==> src/rtl/mux_rr_arbiter.sv <==
// Round-robin arbiter for two requesters sharing one 2:1 mux.
// Drives the registered select and grants, and registers accepted data with a valid flag.
module mux_rr_arbiter #(
   parameter int WIDTH    = 1,
   parameter int MAX_HOLD = 4
) (
   input  logic             clk,
   input  logic             reset,
   input  logic             req_a,
   input  logic             req_b,
   input  logic [WIDTH-1:0] data_a,
   input  logic [WIDTH-1:0] data_b,
   output logic             gnt_a,
   output logic             gnt_b,
   output logic             sel,
   output logic [WIDTH-1:0] data_out,
   output logic             valid_out
);

   localparam int CW = $clog2(MAX_HOLD + 1);
   localparam logic [CW-1:0] HOLD_LAST = CW'(MAX_HOLD - 1);

   typedef enum logic [1:0] {IDLE, GRANT_A, GRANT_B} state_t;

   state_t          state, state_nxt, other_st;
   logic [CW-1:0]   hold_cnt, hold_cnt_nxt;
   logic            last_b, last_b_nxt;
   logic            sel_nxt;
   logic            own_req, oth_req;
   logic            accept;

   assign gnt_a  = (state == GRANT_A);
   assign gnt_b  = (state == GRANT_B);
   assign accept = (gnt_a & req_a) | (gnt_b & req_b);

   always_comb begin
      state_nxt    = state;
      hold_cnt_nxt = hold_cnt;
      last_b_nxt   = last_b;
      sel_nxt      = sel;
      own_req      = (state == GRANT_B) ? req_b : req_a;
      oth_req      = (state == GRANT_B) ? req_a : req_b;
      other_st     = (state == GRANT_A) ? GRANT_B : GRANT_A;
      case (state)
         IDLE: begin
            if (req_a && req_b)  state_nxt = last_b ? GRANT_A : GRANT_B;
            else if (req_a)      state_nxt = GRANT_A;
            else if (req_b)      state_nxt = GRANT_B;
         end
         GRANT_A, GRANT_B: begin
            if (!own_req)
               state_nxt = oth_req ? other_st : IDLE;
            else if (oth_req && hold_cnt == HOLD_LAST)
               state_nxt = other_st;
            else
               // hold time is only bounded while the other side is waiting
               hold_cnt_nxt = oth_req ? hold_cnt + 1'b1 : '0;
         end
         default: state_nxt = IDLE;
      endcase
      if (state_nxt != state) begin
         hold_cnt_nxt = '0;
         if (state != IDLE) last_b_nxt = (state == GRANT_B);
      end
      if (state_nxt == GRANT_A)      sel_nxt = 1'b0;
      else if (state_nxt == GRANT_B) sel_nxt = 1'b1;
   end

   always_ff @(posedge clk) begin
      if (reset) begin
         state     <= IDLE;
         hold_cnt  <= '0;
         last_b    <= 1'b1;
         sel       <= 1'b0;
         data_out  <= '0;
         valid_out <= 1'b0;
      end else begin
         state     <= state_nxt;
         hold_cnt  <= hold_cnt_nxt;
         last_b    <= last_b_nxt;
         sel       <= sel_nxt;
         valid_out <= accept;
         if (accept) data_out <= sel ? data_b : data_a;
      end
   end

endmodule

==> config.mk <==
export PLATFORM = sky130hd
export DESIGN_NAME = mux_rr_arbiter
export DESIGN_NICKNAME = d
export VERILOG_FILES = /design/src/rtl/mux_rr_arbiter.sv
export SDC_FILE = /design/constraint.sdc
export NUM_CORES = 1
export LEC_CHECK = 0
export BUFFER_PORTS_ARGS = -buffer_cell sky130_fd_sc_hd__buf_2
export CAP_MARGIN = 20
export CORE_MARGIN = 3
export CORE_UTILIZATION = 47
export CTS_CLUSTER_DIAMETER = 100
export DETAILED_ROUTE_END_ITERATION = 12
export PLACE_DENSITY_LB_ADDON = 0.25
export SYNTH_ARGS = -nofsm -noshare
export SYNTH_HDL_FRONTEND = slang
export SYNTH_SLANG_ARGS = --single-unit
==> constraint.sdc <==
create_clock -name clk -period 6.2 [get_ports clk]
set_input_delay 0.31 -clock clk [delete_from_list [all_inputs] [get_ports clk]]
set_output_delay 0.31 -clock clk [all_outputs]
set_load 0.01 [all_outputs]
==> run summary, run 1 <==
The flow ran to the end, and the final reports show no timing, DRC or antenna violations. The tool flagged a number of max-cap violations equal to 0. After Yosys synthesis, XOR and XNOR cells account for 1.17% of the synthesized area.

The number of detailed-route iterations in the first pass is 4. For the via count of the first global-routing pass, the log shows 627. The final critical path takes up 43.4% of the cycle.

The routability congestion estimate is 0.829. After synthesis the netlist holds a flip-flop and latch count of 9. Data on the critical path is required at its endpoint by 6.35 ns.

The final count of pins violating max slew was 0. The latest clock arrival within the worst-skew pair was 0.25 ns; the buffer depth of the longest clock path was 2. Summing every instance area after synthesis gives 747 µm². Clock skew on the completed layout was measured at 0.00123 ns. Measured along the y axis, the die boundary spans 45.9 µm. The fraction of final layout cells sized beyond drive strength 1 was 14.2%; the power per standard cell area was 325 nW/µm². The worst register-to-register path has a depth of 8.

The worst register-to-register path ends at hold_cnt[2]. Hold timing on the final database bottoms out at a slack of 0.355 ns. Summed over all failing endpoints, the final setup total negative slack is 0 ns. The run gives 110 as the net count after synthesis. The root buffer cell is clkbuf_4.

Setup violations remaining at the end of the flow were counted as 0. Final instance area: 808 µm². Setup repair after global routing left no endpoint under its margin. First-pass GRT wire length: 2710 µm. For the area of the multi-input gates, the log shows 507 µm². After clock tree synthesis, the setup repair step added 0 buffers. For this design the static power due to leakage is 0.329 nW. The design draws 0.000263 W. Among all flip-flop cells after synthesis, the most frequent one is dfxtp_1.

The library cell with the highest instance count after synthesis is o21ai_0. The routed wire length per instance was 12.3 µm. The tools report the core outline area as 1400 µm².

After synthesis, flip-flops and latches occupy 24.1% of the total area. Yosys mapped a number of flops with a built-in enable equal to 0. The mux share of post-synthesis cell area came out at 5.36%. Entering global routing, the biggest net connects 15 pins. Ranked by total cell area, the synthesized netlist is headed by dfxtp_1 24%, ha_1 10%, o21ai_0 6.7%. The number of gates resized after cts was 0. Timing would allow up to 372 MHz. The run gives 13 as the total number of placement rows. The critical path is of the reg2reg type. In the routed design, unresolved DRC markers number 0. The I/O pin count was 11. For this block, the via count after detailed routing is 692.

The startpoint type of the worst setup path was a flop. In this run the register-to-register setup slack is 3.51 ns. The worst endpoint data arrival time came out at 2.84 ns. The launching point of the worst reg2reg path is state[0]. The basic-gate share of the synthesized area counting and, or, nand and nor cells works out to 24.3%.

At the pin with the least slew margin, the transition time is 0.593 ns. The layout has 147 filler cells. Among all stages on the critical path, the largest delay is contributed by ha_1.

The run gives 121 as the non-filler instance count after layout. Global routing used 17.5% of the available tracks. The nature of the critical path endpoint is a flop.

Maximum net fanout on the critical path: 11. The logs give 0 for the residual antenna-violating net count after detailed routing and 34 for the number of distinct library cells after synthesis. The routed design could run at a clock period as short as 2.69 ns. Port buffering added 10 buffers. Clock-pin slew was measured on the worst setup and hold paths at 0.06 ns.

Of all flip-flops after synthesis, the portion carrying an async set or reset was 0%. The run gives 60.0% as the worst slew margin relative to its limit. The placement-stage cell area came out at 782 µm². Worst min-delay path startpoint: reset. For this run, the post-layout net count is 119. The die covers 2100 µm². TritonCTS created 3 clock buffers. For this configuration, the core starts out at a cell density of 53.4%. The register cell area after layout was 180 µm²; the DRC violation total after the first TritonRoute iteration was 17. The logs give 0 for the total count of hold-check failures in the final report and 0 for the post-cts hold buffer count. The die is 45.9 µm wide. The final global-route overflow total was 0; the area added between synthesis and finish was 8.21%. Summed over all nets, the half-perimeter wirelength after detailed placement is 1120 µm. The largest single stage delay on the critical path is 0.41 ns. Traced cell by cell, the critical path runs through inv_1 > ha_1 > mux2i_1 > o21ai_0 > a221o_2 > and2b_1 > xnor2_1 > a2111oi_2. TritonCTS built the clock tree. The cell depth of the worst min-delay path was 2. By area, the combinational part of the netlist is dominated by compound AO/OA/AOI/OAI gates.

The H-tree depth was 1. After synthesis, the most frequently instantiated cells are 10 x o21ai_0, 9 x dfxtp_1, 9 x nand2_1, 8 x a21oi_1, 8 x nor2_1. The compound-cell area share of the yosys netlist came out at 27.0%. After detailed routing, the total wire length is 1490 µm. 0 antenna diodes ended up in the layout. The worst hold path belongs to the class in2reg. Cell taking the most area after synthesis: dfxtp_1.

For the number of cells in the design after placement, the log shows 117. The Yosys step of the flow raised 0 warnings. After Yosys synthesis, full adders, half adders and majority gates account for 10.1% of the synthesized area.

After synthesis, the mean cell area works out to 7.62 µm². The gate count after technology mapping was 98. The via density per instance was 5.72. Worst vdd rail ir drop: 0.000201 V. The end of the worst hold path is hold_cnt[2].

The run gives 0 as the number of antenna violations at the first check in global routing. The synthesized design devotes to its leading area cell type 24.1% of total area. CTS saw 9 sinks.
==> final cells by class <==
cell class | instances | area share, %
Timing Repair Buffer | 10 | 6.19
Tap cell | 15 | 2.32
Sequential cell | 9 | 22.3
Multi-Input combinational cell | 76 | 62.7
Inverter | 7 | 3.25
Clock buffer | 4 | 3.25
==> report_power, final <==
| group | switching (W) | total (W) | internal [W] |
|---|---|---|---|
| registers | 0.0000106 | 0.0000790 | 0.0000684 |
| logic | 0.0000843 | 0.000141 | 0.0000565 |
| clock network | 0.0000181 | 0.0000427 | 0.0000246 |
| total | 0.000113 | 0.000263 | 0.000150 |
==> worst max-delay path by stage <==
stage | from | endpoint
4_1_cts | state[0] | hold_cnt[2]
6_report | state[0] | hold_cnt[2]
5_1_grt | state[0] | hold_cnt[2]
2_1_floorplan | state[0] | hold_cnt[2]
3_3_place_gp | state[0] | hold_cnt[2]
3_5_place_dp | state[0] | hold_cnt[2]
==> routing by layer <==
layer | vias to the layer above | part of all wire [%] | global-route usage [%]
li1 | 375 | - | -
met4 | 0 | 0.67 | 7.95
met2 | 13 | 45 | 25.8
met3 | 2 | 4.6 | 3.16
met1 | 302 | 49 | 24.4
met5 | - | 0 | 0
==> layout by cell type (no fill, tap or decap), types with 2 or more instances in the layout <==
cell / instances
a21oi_1: 8
buf_2: 10
clkbuf_4: 3
dfxtp_1: 9
ha_1: 6
inv_1: 7
mux2i_1: 4
nand2_1: 9
nand3b_1: 3
nor2_1: 8
nor3_1: 3
nor3b_1: 2
nor4_1: 3
o211ai_1: 2
o21ai_0: 10
==> kinds of logic (layout without fill, tap and decap cells) <==
logic type / after synthesis / count (layout)
adder cells (fa/ha/maj): 6 / 6
flip-flops: 9 / 9
XOR/XNOR: 1 / 1
multiplexers: 4 / 4
AND/OR/NAND/NOR: 35 / 35
buffers and inverters: 13 / 21
AO/OA/AOI/OAI: 30 / 30
==> worst max-delay path, delay by kind of cell, from the launching register on <==
kind / cells / cell delay (ns)
AO/OA/AOI/OAI: 3 / 0.86
XOR/XNOR: 1 / 0.17
adder cells (fa/ha/maj): 1 / 0.41
buffers and inverters: 1 / 0.22
flip-flops: 1 / 0.38
multiplexers: 1 / 0.36
AND/OR/NAND/NOR: 1 / 0.19
==> sequential cells by signal, indices dropped and copies added (netlist names) <==
signal     count
sel            1
hold_cnt       3
state          2
data_out       1
last_b         1
valid_out      1
==> stage by stage <==
step	worst slack [ns]	utilization (%)
detailed placement	3.55	55.9
CTS	3.53	57.8
global route	3.26	57.8
finish	3.51	57.8
floorplan	3.79	-
global placement	3.66	55.9
Power figures use the tool's default switching activity.
==> run 2, diff against run 1 <==
Settings changed: ABC_AREA from default to 1.
Clock period 6.2 ns to 2.2 ns, I/O delays scaled along.
==> run summary, run 2 <==
The endpoint identified for the worst register-to-register timing path is last_b. The most used flip-flop cell after synthesis is dfxtp_1. The post-layout minimum cycle time was 2.00 ns (-0.690 ns); the via count of the first global-routing pass was 498 (-21%). The tools report the final count of pins violating max slew as 0 (unchanged). The sequential fraction of the synthesis area came out at 28.4% (+4.3 points).

In the layout the commonest cells are 18 x nand2_1, 14 x inv_1, 11 x nor2_1, 10 x nand2_2, 10 x buf_2. The netlist area before placement was 634 µm² (-15%); the met3 track demand over resource in global routing was 6.36% (+3.2 points). For the latest clock arrival within the worst-skew pair, the log shows 0.26 ns (about the same).

Setup repair after global routing left no endpoint under its margin. The register with the most flip-flops is hold_cnt. The worst vdd rail ir drop was 0.000397 V (+98%); the number of flip-flops and latches in the synthesized netlist was 9 (unchanged). For the number of inserted diodes, the log shows 0 (unchanged).

Clock tree synthesis selected as its root buffer the cell clkbuf_4. The library cell used most frequently in the layout, excluding fill and tap cells, is nand2_1. The clock input transition at the sequential cells of the worst setup and hold paths is 0.06 ns (about the same).

The largest individual stage delay along the critical path comes from the cell dfxtp_1. The switching fraction of total power came out at 42.6% (-0.36 points). The via density per instance came out at 4.80 (-16%).

The gate count after technology mapping was 96 (-2.0%); the global-route track usage on met2 was 24.9% (-0.97 points). The TritonCTS buffer count was 3 (unchanged). The number of enable-type register cells in the synthesized netlist was 0 (unchanged). The most critical setup path has its startpoint at state[0]. The total number of placement rows was 12 (-1). Leakage component of the power: 0.373 nW (+13%).

The tools report the number of antenna violations at the first check in global routing as 0 (unchanged). The tools report the die outline area as 1830 µm² (-13%). The post-detailed-route DRC marker count is 0 (unchanged), and the actual transition at the worst max-transition pin is 0.279 ns (-0.314 ns). TritonCTS built the clock tree.

For the residual antenna-violating net count after detailed routing, the log shows 0 (unchanged). The number of distinct library cells after synthesis was 16 (-53%); the share of total power in the clock network was 19.8% (+3.5 points). Worst reg-to-reg path cell count: 14 (+6).

The required time at the worst-slack endpoint came out at 2.35 ns (-4.00 ns). The total of endpoints with negative setup slack in the final report is 0 (unchanged), and the number of I/O port buffers is 10 (unchanged). The logs give 0.000637 W (+140%) for the power after layout and 2.15 ns (-0.69 ns) for the worst endpoint data arrival time. Cell taking the most area after synthesis: dfxtp_1. The run gives 0 (unchanged) as the max-cap violation count. The tools report the initial core utilization as 53.5% (+0.082 points).

The net count after synthesis was 108 (-1.8%). The path class of the tightest hold or removal check is in2reg. The maximum net fanout on the critical path is 7 (-4), and the final global-route overflow total is 0 (unchanged). The launching point of the worst reg2reg path was state[0]. The number of detailed-route iterations in the first pass came out at 4 (unchanged). The logic gate share of total power came out at 46.8% (-6.8 points). The final-layout setup total negative slack is 0 ns (unchanged). Internal power of the cells: 0.000365 W (+140%). The overall routed net length was 1260 µm (-15%).

The largest registers in the layout are hold_cnt x3, state x2. The run finished with clean final reports. The Yosys warning count is 0 (unchanged). The vertical die dimension was 42.7 µm (-6.8%); the I/O pin count was 11 (unchanged). The setup slack on the worst flop-to-flop path was 0.20 ns (-3.31 ns).

STA classifies the critical path startpoint as a flop. The timing-limited maximum frequency is 500 MHz (+34%), and the width of the die is 42.7 µm (-6.8%). The proportion of register bits with asynchronous set or reset after synthesis came out at 0% (unchanged). The fraction of final layout cells sized beyond drive strength 1 is 25.5% (+11 points). The area added between synthesis and finish works out to 14.8%. The number of gates resized after cts came out at 0 (unchanged). The run gives 33.5% (+3.4 points) as the portion of total power attributed to sequential cells. The worst setup path is captured at a flop. The tools report the capturing element of the worst setup path as last_b. The core outline area is 1190 µm² (-15%). Walking the worst path, the cells encountered are inv_1 > ha_1 > o21ai_1 > nand2_1 > nor2_1 > nor2_1 > nand2_2 > nand2_2 > nand2_2 > nand2_2 > nand2_2 > nand2_1 > nand2_1 > nand3_1. The tools report the total of fill cells in the finished design as 125 (-15%). For the met1 capacity usage during global routing, the log shows 17.4% (-7.0 points). The aggregate global-route resource usage came out at 14.9% (-2.6 points).

The routability congestion estimate is 0.786 (-5.1%), and the power per standard cell area is 874 nW/µm² (+170%). The delay of the slowest cell on the worst path works out to 0.42 ns (about the same). The most numerous cell type found on the critical path is nand2_2. The logs give 0.000272 W (+140%) for the net switching power figure and 2050 µm (-24%) for the first-pass GRT wire length.

Clock skew: 0.00870 ns (+0.00748 ns). The portion of the clock cycle consumed by the worst path in the final layout came out at 90.9% (+48 points). The tools report the HPWL after detailed placement as 1030 µm (-8.0%).

The run gives 0 (unchanged) as the post-CTS setup repair buffer count. The setup path with the least slack is of type reg2reg. The routed wire length per instance is 10.2 µm (-17%), and the portion of synthesized cell area occupied by the leading cell type is 28.4% (+4.3 points).

The worst slew margin relative to its limit was 81.2% (+21 points); the buffer depth of the longest clock path was 2 (unchanged). The number of clock sinks seen by CTS is 9 (unchanged). The logs give 0 (unchanged) for the post-cts hold buffer count and 1 (unchanged) for the H-tree depth. The most common cell in the synthesized netlist is nand2_1. The commonest cells after synthesis are 18 x nand2_1, 14 x inv_1, 11 x nor2_1, 10 x nand2_2. The via total after detailed routing is 595 (-14%).

For the total count of hold-check failures in the final report, the log shows 0 (unchanged). The maximum number of pins on one net before global-route repair came out at 8 (-7). By area the synthesized netlist is led by dfxtp_1 28%, ha_1 12%, nand2_1 11%. The post-layout net count was 123 (+3.4%).

The mean cell area of the mapped netlist is 6.61 µm² (-13%), and the DRC violation total after the first TritonRoute iteration is 8 (-9). The busiest layer in global routing is met2. The flip-flop count of the largest register after layout was 3 (unchanged).
==> run 2: cell type report <==
| cell class | instances | area (µm²) | share of cell area, % |
|---|---|---|---|
| Timing Repair Buffer | 10 | 50.0 | 6.87 |
| Sequential cell | 9 | 180 | 24.7 |
| Multi-Input combinational cell | 71 | 394 | 54.1 |
| Tap cell | 14 | 17.5 | 2.41 |
| Clock buffer | 4 | 26.3 | 3.61 |
| Inverter | 16 | 60.1 | 8.25 |
==> run 2: metal layers <==
metal | vias to the layer above | wire (µm)
li1 | 334 | -
met1 | 253 | 619
met2 | 6 | 593
met3 | 2 | 42
met4 | 0 | 6
met5 | - | 0
==> run 2: worst max-delay path, delay by kind of cell, from the launching register on <==
kind                       cells  cell delay [ns]
and+or+nand+nor               11             0.76
DFF                            1             0.42
adders and majority gates      1             0.30
AOI/OAI and AO/OA              1             0.29
buffers and inverters          1             0.12
==> run 2: power groups by stage <==
stage / combinational (W) / sequential (W) / clock (W)
after global placement: 0.000293 / 0.000216 / 0
after CTS: 0.000298 / 0.000213 / 0.000133
after detailed placement: 0.000296 / 0.000218 / 0
final: 0.000298 / 0.000213 / 0.000126
after floorplan: 0.000230 / 0.000216 / 0
after global routing: 0.000334 / 0.000218 / 0.000140
==> run 2: how the worst min path moves through the flow <==
stage                     depth (start not counted)  slack, ns  startpoint        end
final                                             2       0.04       reset  valid_out
after global routing                              2       0.04       reset  valid_out
after CTS                                         2       0.03       reset  valid_out
after detailed placement                          2       0.32       reset  valid_out
after global placement                            2       0.32       reset   state[1]
after floorplan                                   1       0.18       reset  valid_out
==> run 2: through the flow <==
step | hold slack [ns] | area (µm²) | setup slack [ns] | cells | utilization (%)
5_1_grt | 0.0388 | 728 | 0.0180 | 124 | 61.4
3_5_place_dp | 0.317 | 702 | 0.194 | 120 | 59.2
2_1_floorplan | 0.182 | 634 | 0.415 | 96 | -
6_report | 0.0430 | 728 | 0.200 | 124 | 61.4
4_1_cts | 0.0343 | 728 | 0.194 | 124 | 61.4
3_3_place_gp | 0.319 | 702 | 0.280 | 120 | 59.2
==> run 2: kinds of logic (layout without fill, tap and decap cells) <==
kind of cell | count (synthesis) | after routing | synth area share (%)
adders and majority gates | 6 | 6 | 11.8
and+or+nand+nor | 49 | 49 | 35.7
AOI/OAI and AO/OA | 16 | 16 | 14.6
buffers and inverters | 16 | 30 | 9.47
DFF | 9 | 9 | 28.4
==> run 3, diff against run 2 <==
Settings changed: BUFFER_PORTS_ARGS -buffer_cell sky130_fd_sc_hd__buf_2 to -buffer_cell sky130_fd_sc_hd__buf_4.
==> run summary, run 3 (same netlist as run 2, synthesis figures left out) <==
The flow ran to the end, and the final reports show no timing, DRC or antenna violations. The run gives 0 (unchanged) as the number of gates resized after cts. The largest registers in the layout are hold_cnt x3, state x2.

The power per standard cell area came out at 878 nW/µm² (+0.42%). On the critical path, the stage with the largest delay is an instance of dfxtp_1. The tools report the timing-limited maximum frequency as 537 MHz (+7.4%). The fraction of final layout cells sized beyond drive strength 1 works out to 26.1% (+0.67 points). Total count of hold-check failures in the final report: 0 (unchanged). The switching fraction of total power was 42.7% (+0.087 points); the portion of the clock cycle consumed by the worst path in the final layout was 84.6% (-6.2 points).

Walking the worst path, the cells encountered are inv_1 > ha_1 > o21ai_1 > inv_1 > nand3_1 > nand2_1 > nand2_2 > nand2_2 > nand2_2 > nand2_2 > nand2_2 > nand2_1 > nand2_1 > nand3_1. The cell depth of the worst min-delay path was 2 (unchanged). The number of detailed-route iterations in the first pass came out at 4 (unchanged). The initial core utilization was 53.5% (unchanged). The clock skew came out at 0.00645 ns (-0.00225 ns). Grouping stages by cell kind, the critical path spends the most delay in simple AND/OR/NAND/NOR gates. The root buffer cell was clkbuf_4. The tools report the final global-route overflow total as 0 (unchanged).

The delay of the slowest cell on the worst path works out to 0.33 ns (-0.09 ns). The run gives 64.1% (+2.7 points) as the final core utilization. The setup slack on the worst flop-to-flop path is 0.34 ns (+0.14 ns). Setup repair after global routing left no endpoint under its margin. The area added between synthesis and finish is 19.9%, and the vertical die dimension is 42.7 µm (unchanged). TritonCTS built the clock tree.

The critical path is of the reg2reg type. The run gives 2.35 ns (about the same) as the required time at the worst-slack endpoint. Residual antenna-violating net count after detailed routing: 0 (unchanged). Non-filler instance count after layout: 125 (+0.81%). The end of the worst hold path is state[0].

The tools report the internal power of the cells as 0.000382 W (+4.7%). In the layout the commonest cells are 18 x nand2_1, 14 x inv_1, 11 x nor2_1, 11 x buf_4, 10 x nand2_2. The buffer and inverter count on the worst path was 2 (+1).

STA classifies the critical path endpoint as a flop. For the max-cap violation count, the log shows 0 (unchanged). The tools report the post-layout net count as 124 (+0.81%). The I/O pin count was 11 (unchanged). The tools report the worst min-delay path startpoint as reset. The tools report the portion of total power attributed to sequential cells as 31.3% (-2.2 points). The setup slack of the critical path after layout came out at 0.338 ns (+0.137 ns). The number of inserted diodes was 0 (unchanged); the aggregate global-route resource usage was 14.9% (-0.039 points). The minimum setup slack after placement was 0.342 ns (+0.147 ns); the post-CTS setup repair buffer count was 0 (unchanged). The logs give 2.01 ns (-0.14 ns) for the worst endpoint data arrival time and 0 (unchanged) for the total of endpoints with negative setup slack in the final report.

The tools report the HPWL after detailed placement as 1140 µm (+11%). The routed wire length per instance is 10.9 µm (+7.5%), and the number of cells in the design after placement is 121 (+0.83%). The run gives 1190 µm² (unchanged) as the core outline area. The tools report the die outline area as 1830 µm² (unchanged). The first-pass GRT wire length was 2110 µm (+3.0%); the total number of placement rows was 12 (unchanged).

The worst vdd rail ir drop is 0.000428 V (+7.7%), and the width of the die is 42.7 µm (unchanged). The routability congestion estimate is 0.782 (-0.48%), and the post-detailed-route DRC marker count is 0 (unchanged). The via density per instance works out to 5.15 (+7.4%). The overall routed net length was 1370 µm (+8.4%).

Actual transition at the worst max-transition pin: 0.328 ns (+0.0485 ns). The library cell used most frequently in the layout, excluding fill and tap cells, is nand2_1. The buffer depth of the longest clock path came out at 2 (unchanged). The TritonCTS buffer count is 3 (unchanged), and the total of fill cells in the finished design is 122 (-2.4%). The post-layout minimum cycle time was 1.86 ns (-0.137 ns); the DRC violation total after the first TritonRoute iteration was 9 (+1). Flip-flop count of the largest register after layout: 3 (unchanged). The worst reg-to-reg path cell count is 14 (unchanged), and the number of I/O port buffers is 10 (unchanged). The startpoint identified for the worst register-to-register timing path is state[0]. The worst setup path is launched from a flop.

The share of total power in the clock network was 19.6% (-0.2 points). The logs give 0.26 ns (about the same) for the latest clock arrival within the worst-skew pair and 0 (unchanged) for the final count of pins violating max slew. Number of antenna violations at the first check in global routing: 0 (unchanged). The worst register-to-register path ends at last_b. The final hold slack is 0.0253 ns (-0.0176 ns), and the clock input transition at the sequential cells of the worst setup and hold paths is 0.07 ns (about the same). The number of clock sinks seen by CTS came out at 9 (unchanged). More flip-flops sit in one register than any other, and that register is hold_cnt. The min-delay analysis places its worst path in the category in2reg.

The post-cts hold buffer count is 0 (unchanged), and the leakage component of the power is 0.383 nW (+2.7%). The net switching power figure was 0.000285 W (+5.1%). The run gives 78.1% (-3.1 points) as the worst slew margin relative to its limit. The logic gate share of total power came out at 49.1% (+2.3 points).

The run gives 644 (+8.2%) as the via total after detailed routing. Via count of the first global-routing pass: 534 (+7.2%). The maximum number of pins on one net before global-route repair was 8 (unchanged). H-tree depth: 1 (unchanged). The maximum net fanout on the critical path came out at 7 (unchanged). The most used cell along the critical path is nand2_2. The tools report the final-layout setup total negative slack as 0 ns (unchanged).
==> run 3: changes by cell type in the layout (fill, tap and decap cells not counted), sizes merged <==
cell / delta
buf: +1
==> run 3: power by group through the flow <==
stage / clock (W) / combinational [W] / sequential [W]
after global routing: 0.000142 / 0.000365 / 0.000212
after floorplan: 0 / 0.000230 / 0.000216
after global placement: 0 / 0.000316 / 0.000213
final: 0.000131 / 0.000328 / 0.000209
after CTS: 0.000133 / 0.000329 / 0.000209
after detailed placement: 0 / 0.000328 / 0.000213
==> run 3: worst max-delay path by stage <==
stage / start / to / slack [ns] / cells past startpoint
2_1_floorplan: state[0] / last_b / 0.41 / 14
5_1_grt: state[0] / last_b / 0.17 / 14
3_5_place_dp: state[0] / last_b / 0.34 / 14
3_3_place_gp: state[1] / last_b / 0.40 / 14
4_1_cts: state[0] / last_b / 0.32 / 14
6_report: state[0] / last_b / 0.34 / 14
==> run 3: per-stage QoR <==
| step | instance area (µm²) | total power (W) |
|---|---|---|
| 3_5_place_dp | 734 | 0.000541 |
| 3_3_place_gp | 734 | 0.000528 |
| 2_1_floorplan | 634 | 0.000446 |
| 6_report | 761 | 0.000668 |
| 4_1_cts | 761 | 0.000671 |
| 5_1_grt | 761 | 0.000719 |
==> run 3: final cells by class <==
cell class	instances	area (µm²)	share of cell area [%]
tap	14	17.5	2.30
timing repair buffer	11	82.6	10.9
clock buffer	4	26.3	3.45
sequential	9	180	23.7
multi-input combinational	71	394	51.8
inverter	16	60.1	7.89
==> run 3: routing by layer <==
metal	wire length [µm]	global-route usage, %	up-vias	share of wire (%)
met4	14	3.73	0	1.0
li1	-	-	339	-
met3	69	7.20	2	5.0
met1	623	17.3	291	46
met5	0	0	-	0
met2	661	24.3	12	48
